### src/rtl/relprime_engine.sv
// relprime_engine: for operand n, finds the smallest m >= START_M with gcd(n, m) == 1.
// Latency: one cycle per subtractive-Euclid step, plus one CHECK cycle per candidate, plus one DONE cycle.
// Backpressure: none. A start seen while busy is dropped, and the result is held until the next accepted start.
//
// Ports:
//   CLK, RST_N       clock and async active-low reset (sync release)
//   start, n_in      request; n_in is captured on an accepted start (IDLE only)
//   busy             high in every state except IDLE
//   done             one-cycle pulse in the DONE state
//   error            valid with done; set when no coprime candidate exists (n==0 or candidate wrap)
//   result           smallest coprime m, or 0 on error
//   cycle_count      (only with RELPRIME_CYCLE_COUNT_EN) saturating count of GCD+CHECK cycles
//
// Optional feature macro: RELPRIME_CYCLE_COUNT_EN
module relprime_engine #(
  parameter int WIDTH   = 16,
  parameter int START_M = 2
) (
  input  logic             CLK,
  input  logic             RST_N,
  input  logic             start,
  input  logic [WIDTH-1:0] n_in,
  output logic             busy,
  output logic             done,
  output logic             error,
  output logic [WIDTH-1:0] result
`ifdef RELPRIME_CYCLE_COUNT_EN
  ,
  output logic [WIDTH-1:0] cycle_count
`endif
);

  localparam logic [1:0] S_IDLE  = 2'd0;
  localparam logic [1:0] S_GCD   = 2'd1;
  localparam logic [1:0] S_CHECK = 2'd2;
  localparam logic [1:0] S_DONE  = 2'd3;

  localparam logic [WIDTH-1:0] M_FIRST = WIDTH'(START_M);
  localparam logic [WIDTH-1:0] M_LAST  = {WIDTH{1'b1}};
  localparam logic [WIDTH-1:0] ONE     = {{(WIDTH-1){1'b0}}, 1'b1};

  logic [1:0]       state;
  logic [WIDTH-1:0] n_reg;
  logic [WIDTH-1:0] m;
  logic [WIDTH-1:0] a;
  logic [WIDTH-1:0] b;
  logic [WIDTH-1:0] m_next;

  assign m_next = m + ONE;
  assign busy   = (state != S_IDLE);
  assign done   = (state == S_DONE);

  always_ff @(posedge CLK or negedge RST_N) begin
    if (!RST_N) begin
      state  <= S_IDLE;
      n_reg  <= '0;
      m      <= '0;
      a      <= '0;
      b      <= '0;
      error  <= 1'b0;
      result <= '0;
    end else begin
      case (state)
        S_IDLE: begin
          if (start) begin
            // Any accepted start clears the old outcome.
            result <= '0;
            if (n_in == '0) begin
              // gcd(0, m) == m, which is never 1 for m >= 2.
              error <= 1'b1;
              state <= S_DONE;
            end else begin
              error <= 1'b0;
              n_reg <= n_in;
              m     <= M_FIRST;
              a     <= n_in;
              b     <= M_FIRST;
              state <= S_GCD;
            end
          end
        end

        S_GCD: begin
          // The larger operand is always the minuend, so nothing underflows.
          // a never reaches 0 because it only shrinks while strictly larger than b.
          if (b == '0) begin
            state <= S_CHECK;
          end else if (a > b) begin
            a <= a - b;
          end else begin
            b <= b - a;
          end
        end

        S_CHECK: begin
          if (a == ONE) begin
            result <= m;
            error  <= 1'b0;
            state  <= S_DONE;
          end else if (m == M_LAST) begin
            // The next candidate would wrap to 0, so give up.
            result <= '0;
            error  <= 1'b1;
            state  <= S_DONE;
          end else begin
            m     <= m_next;
            a     <= n_reg;
            b     <= m_next;
            state <= S_GCD;
          end
        end

        S_DONE: begin
          state <= S_IDLE;
        end

        default: begin
          state <= S_IDLE;
        end
      endcase
    end
  end

`ifdef RELPRIME_CYCLE_COUNT_EN
  // Counts only GCD and CHECK cycles, so the count stays frozen in DONE and IDLE.
  always_ff @(posedge CLK or negedge RST_N) begin
    if (!RST_N) begin
      cycle_count <= '0;
    end else if (state == S_IDLE && start) begin
      cycle_count <= '0;
    end else if ((state == S_GCD || state == S_CHECK) && cycle_count != M_LAST) begin
      cycle_count <= cycle_count + ONE;
    end
  end
`endif

endmodule
### config.mk
export PLATFORM = sky130hd
export DESIGN_NAME = relprime_engine
export DESIGN_NICKNAME = d
export VERILOG_FILES = /design/src/rtl/relprime_engine.sv
export SDC_FILE = /design/constraint.sdc
export NUM_CORES = 1
export LEC_CHECK = 0
export ABC_AREA = 1
export CAP_MARGIN = 0
export CELL_PAD_IN_SITES_DETAIL_PLACEMENT = 0
export CELL_PAD_IN_SITES_GLOBAL_PLACEMENT = 1
export CORE_MARGIN = 5
export CORE_UTILIZATION = 44
export CTS_CLUSTER_SIZE = 12
export DETAILED_ROUTE_END_ITERATION = 12
export GPL_ROUTABILITY_DRIVEN = 0
export PLACE_DENSITY_LB_ADDON = 0.2
export RECOVER_POWER = 50
export SLEW_MARGIN = 20
export SYNTH_ARGS = -nofsm -noshare
export SYNTH_HDL_FRONTEND = slang
export SYNTH_SLANG_ARGS = --single-unit
### constraint.sdc
create_clock -name CLK -period 2.9 [get_ports CLK]
set_input_delay 0.58 -clock CLK [delete_from_list [all_inputs] [get_ports CLK]]
set_output_delay 0.58 -clock CLK [all_outputs]
set_load 0.05 [all_outputs]
Word level (Yosys, flattened, before mapping):

Cells that the tools add are included.

* equal/unequal tests: 14
* mux-type cells: 30
* order comparisons: 1
* add/sub/neg operators: 3
* reduce and logical (&&, ||, !) cells: 12
* bitwise logic cells: 1

Operators by type and width (number)
* 16-bit two-way mux: 15
* 16-bit case mux with 3 select lines: 2
* 16-bit case mux with 2 select lines: 2
* 16-bit zero test: 2
* 16-bit subtractor: 2
* 16-bit by 1-bit adder with 16-bit output (second input constant): 1
* 16-bit by 1-bit equality test with 1-bit output (second input constant): 1
* 16-bit equality test (second input constant): 1
* 16-bit > comparator: 1
* 2-bit inequality test (second input constant): 8
* 7-bit AND reduction: 2
* 2-bit two-way mux: 5
* 2-bit case mux with 4 select lines: 1
* 3-bit AND reduction: 2
* 5-bit AND reduction: 1
* 2-bit equality test (second input constant): 2
* 1-bit two-way mux: 4
* 2-bit nonzero test: 2
* 3-bit inequality test (second input constant): 1
* 3-bit nonzero test: 1
* 2-bit by 1-bit equality test with 1-bit output (second input constant): 1
* 2-bit zero test: 1
* 1-bit case mux with 2 select lines: 1
* 2-bit AND reduction: 1
* 1-bit NOT: 1

* register bits: 83
* output and inout bits: 19
* input port bits: 19
* logic and storage cells: 68

Longest topological paths before layout:

* depth after elaboration: 4
* mapped depth: 17

Worst setup path before layout:

No wires, ideal clock.

* path type: register to register
* from: register a[0]
* to: register b[11]
* path buffers: 1
* setup slack: 0.795 ns
* arrival: 2.040 ns
* period minus slack after synthesis: 2.105 ns
* data required time: 2.835 ns
* cell stages (with the launch flop): 17
* cell sequence: dfrtp_1 -> inv_1 -> ha_1 -> inv_1 -> fa_1 -> nand3_1 -> nand3_1 -> nand2_1 -> nand2_2 -> nand2_1 -> nand2_1 -> nand2_2 -> nand3_2 -> nor2_4 -> buf_6 -> nand3_1 -> nand2_1

* word-level cells in the longest chain between the ends: 4
* elaborated cells between the ends (all ways): 9

Ends and longest elaborated chain
* start: declaration: line 45 `logic [WIDTH-1:0] a;`
* start signal: assignment: line 76 `a <= n_in;`
* start signal: assignment: line 89 `a <= a - b;`
* start signal: assignment: line 107 `a <= n_reg;`
* 16-bit subtractor: line 91 `b <= b - a;`
* 16-bit two-way mux: line 88 `end else if (a > b) begin`
* 16-bit two-way mux: line 86 `if (b == '0) begin`
* 16-bit case mux with 3 select lines: line 63 `case (state)`
* end signal: assignment: line 91
* end signal: assignment: line 108 `b <= m_next;`
* end: declaration: line 46 `logic [WIDTH-1:0] b;`

Parallel ways exist; a longest one is shown, timed or not. The select of a mux whose other input is x is not followed.
A chain may end at the register's enable or synchronous reset.

Final worst setup path:

* from: register a[6]
* to: register a[11]

* word-level cells in the longest chain between the ends: 4
* elaborated cells between the ends (all ways): 9

Ends and longest elaborated chain (line)
* 16-bit subtractor: 89
* 16-bit two-way mux: 88
* 16-bit two-way mux: 86
* 16-bit case mux with 3 select lines: 63

Parallel ways exist; a longest one is shown, timed or not. The select of a mux whose other input is x is not followed.

==> impl_metrics.yaml <==
sta:
  fmax_ghz: 0.3864
  slew_headroom_pct: -56.64
  clock_skew_ns: 0.009247
  worstMarginPinSlew_ns: 2.350
  finalSetupViolCount: 0
  finalHoldViolations: 0
  rsz0062_at_grt: "no"
  fin_crit_ns: 2.588
  maxSlewViolCount: 39
  tns_ns: 0
  period_share_pct: 89.24
synthesis:
  synth_cell_type_count: 42
  ys_warn_count: 0
  seq_area_frac_synth_pct: 32.86
  synth-seq-cells: 83
  synth_area_sq_mm: 0.006320
  synth_edf_count: 0
  ys.flop_type: "dfrtp_1"
  syn_avg_cell_area_sq_um: 6.803
  async_flop_share_pct: 100.0
  syn_inst: 929
  syn_nets: 986
floorplan:
  start_util_pct: 45.18
  die_h_um: 129.8
  ioPinCount: 38
  fp.dieArea_sq_mm: 0.01686
  die_w_um: 129.8
  core-area_sq_mm: 0.01399
  row_count: 43
grt:
  grtUsageTotal_pct: 22.84
  grt_max_degree: 46
  grt_pass1_vias: 5269
  antenna_found_initial: 0
  grt_first_pass_wirelength_mm: 29.80
  overflow: 0
clock_tree:
  htreeDepth: 3
  cts.clk_slew.worst_paths_ns: 0.06
  ctsLongestPathBuffers: 2
  cts_inserted_buffers: 9
  cts_resized: 0
  cts_hold_buf: 0
  cts_tree: "built"
  clock_latency_ns: 0.34
  root_buffer: "clkbuf_16"
  cts_sinks: 83
  postCtsSetupBuffers: 0
setup_path:
  worstPathArrival_ns: 2.87
  r2r-start: "a[6]$_DFFE_PN0P_"
  end_kind: "flip-flop"
  crit_fanout: 8
  crit_start: "a[6]$_DFFE_PN0P_"
  required_ns: 3.18
  cp-start-kind: "flip-flop"
  crit_type: "reg2reg"
route:
  drtAntennaViolNets: 0
  drt_wl_total_mm: 18.32
  first_pass_iters: 5
  drtIter0Drc: 437
  vias: 5847
  wire_per_inst_um: 16.07
  vias_per_cell: 5.129
  drc: 0
outcome:
  outcome: "finished with violations"
  failed_checks: "max-capacitance violations, max-slew violations"
placement:
  io_buffers: 37
  hpwl_mm: 14.76
  post_dp_cell_area_sq_mm: 0.006813
finish:
  area.growth.synth_to_final_pct: 12.27
  num_antenna_cells: 0
  final_layout_size_suffix_gt1_share_pct: 9.375
  finalNetCount: 1012
  final_area_sq_mm: 0.007096
  utilization_pct: 50.72
power:
  peakVddDrop_mv: 1.372
  p_int_mw: 4.256
  pwr-share-seq_pct: 19.7
  comb_power_share_pct: 68.3
  switching_power_mw: 5.276
  clkPwrFrac_pct: 12.0
  swShare_pct: 55.35
  p_per_area_mw_per_mm2: 1343
  leakagePower_nw: 3.557
  power.total_mw: 9.532
job:
  max_cap_violations: 1
hold_path:
  hp-class: "reg2reg"
  hp-start: "result[4]$_DFFE_PN0P_"
## synthesized netlist by cell type (12+ instances only)
cell type,instances,area [sq um]
nand2_1,308,1156
inv_1,120,450.4
dfrtp_1,83,2077
nor2_1,67,251.5
nand3_1,66,330.3
a21oi_1,54,270.3
ha_1,36,450.4
o21ai_0,33,165.2
o21ai_1,32,160.2
o21ai_2,17,148.9
mux2_2,14,157.7
buf_2,12,60.06
## layer usage
| layer | up-vias | global-route usage (%) | share of wire [%] |
|---|---|---|---|
| met5 | - | 0 | 0 |
| met3 | 14 | 3.193 | 5.0 |
| li1 | 2996 | - | - |
| met4 | 0 | 4.523 | 1.2 |
| met2 | 152 | 33.64 | 43 |
| met1 | 2685 | 35.71 | 51 |
## power by group through the flow
stage	sequential (mW)	combinational, mW	clock [mW]
after CTS	1.87	6.47	1.18
final	1.88	6.51	1.14
after global routing	1.92	7.30	1.23
after detailed placement	1.88	6.43	0
after global placement	1.89	6.45	0
after floorplan	1.77	4.94	0
## cell families (layout without fill, tap and decap cells)
group	Yosys count	count (layout)	share of synthesized area, %
AO/OA/AOI/OAI	146	146	13.01
adder cells (fa/ha/maj)	38	38	7.761
buffers and inverters	159	190	10.57
flip-flops	83	83	32.86
multiplexers	14	14	2.495
AND/OR/NAND/NOR	489	489	33.30
## cell type report
| type | count | area, sq um |
|---|---|---|
| fillers | 1466 | 6893 |
| multi-input cells | 687 | 3567 |
| flip-flops and latches | 83 | 2077 |
| inverters | 126 | 473.0 |
| repair buffers | 48 | 459.2 |
| clock buffers | 11 | 232.7 |
| well taps | 180 | 225.2 |
| clock inverters | 5 | 61.31 |
## metrics by stage
step | setup WS [ns] | hold WS (ns) | instances
2_1_floorplan | 0.7951 | 0.2844 | 929
3_3_place_gp | 0.3123 | 0.4640 | 1124
3_5_place_dp | 0.2660 | 0.4682 | 1124
4_1_cts | 0.2941 | 0.2338 | 1140
5_1_grt | 0.08689 | 0.4985 | 1140
6_report | 0.3119 | 0.4755 | 1140
## path summary, 6_finish.rpt
kind                                          endpoint  slack [ns]  cells past startpoint
worst max-delay path                 a[11]$_DFFE_PN0P_        0.31                     14
max in group asynchronous       result[15]$_DFFE_PN0P_        0.60                      1
worst min register to register   result[4]$_DFFE_PN0P_        0.48                      2
min in group asynchronous             b[9]$_DFFE_PN0P_        0.94                      1
worst max register to register       a[11]$_DFFE_PN0P_        0.31                     14
worst min-delay path             result[4]$_DFFE_PN0P_        0.48                      2
## cells in the final DEF, fill, tap and decap left out, types with 2 or more instances in the layout
master	n
nor3_1	5
dlygate4sd3_1	7
o21a_1	2
nand4_1	10
or2_2	4
clkdlybuf4s50_1	29
and2_1	2
inv_1	120
mux2_2	14
o21ai_1	32
a21oi_1	54
o21ai_0	33
buf_4	10
inv_2	4
clkinv_1	2
o21ai_2	17
nor2_4	2
clkbuf_1	3
nor2_1	68
nand2_1	308
clkinvlp_4	3
clkbuf_16	9
nand3_1	66
fa_1	2
nor2_2	6
nand2_2	10
ha_1	36
dfrtp_1	83
nand3b_1	2
## critical path, stage by stage (launching register included)
cell,delay (ns)
dfrtp_1,0.46
inv_1,0.08
ha_1,0.46
nand2_2,0.13
nor2_2,0.24
nand2_1,0.10
nand2_2,0.12
nand2_1,0.06
nand2_1,0.07
nand2_2,0.09
nand2_2,0.10
nand2_1,0.07
nor2_2,0.30
nand3_1,0.15
nand2_1,0.08
Power figures use the tool's default switching activity.
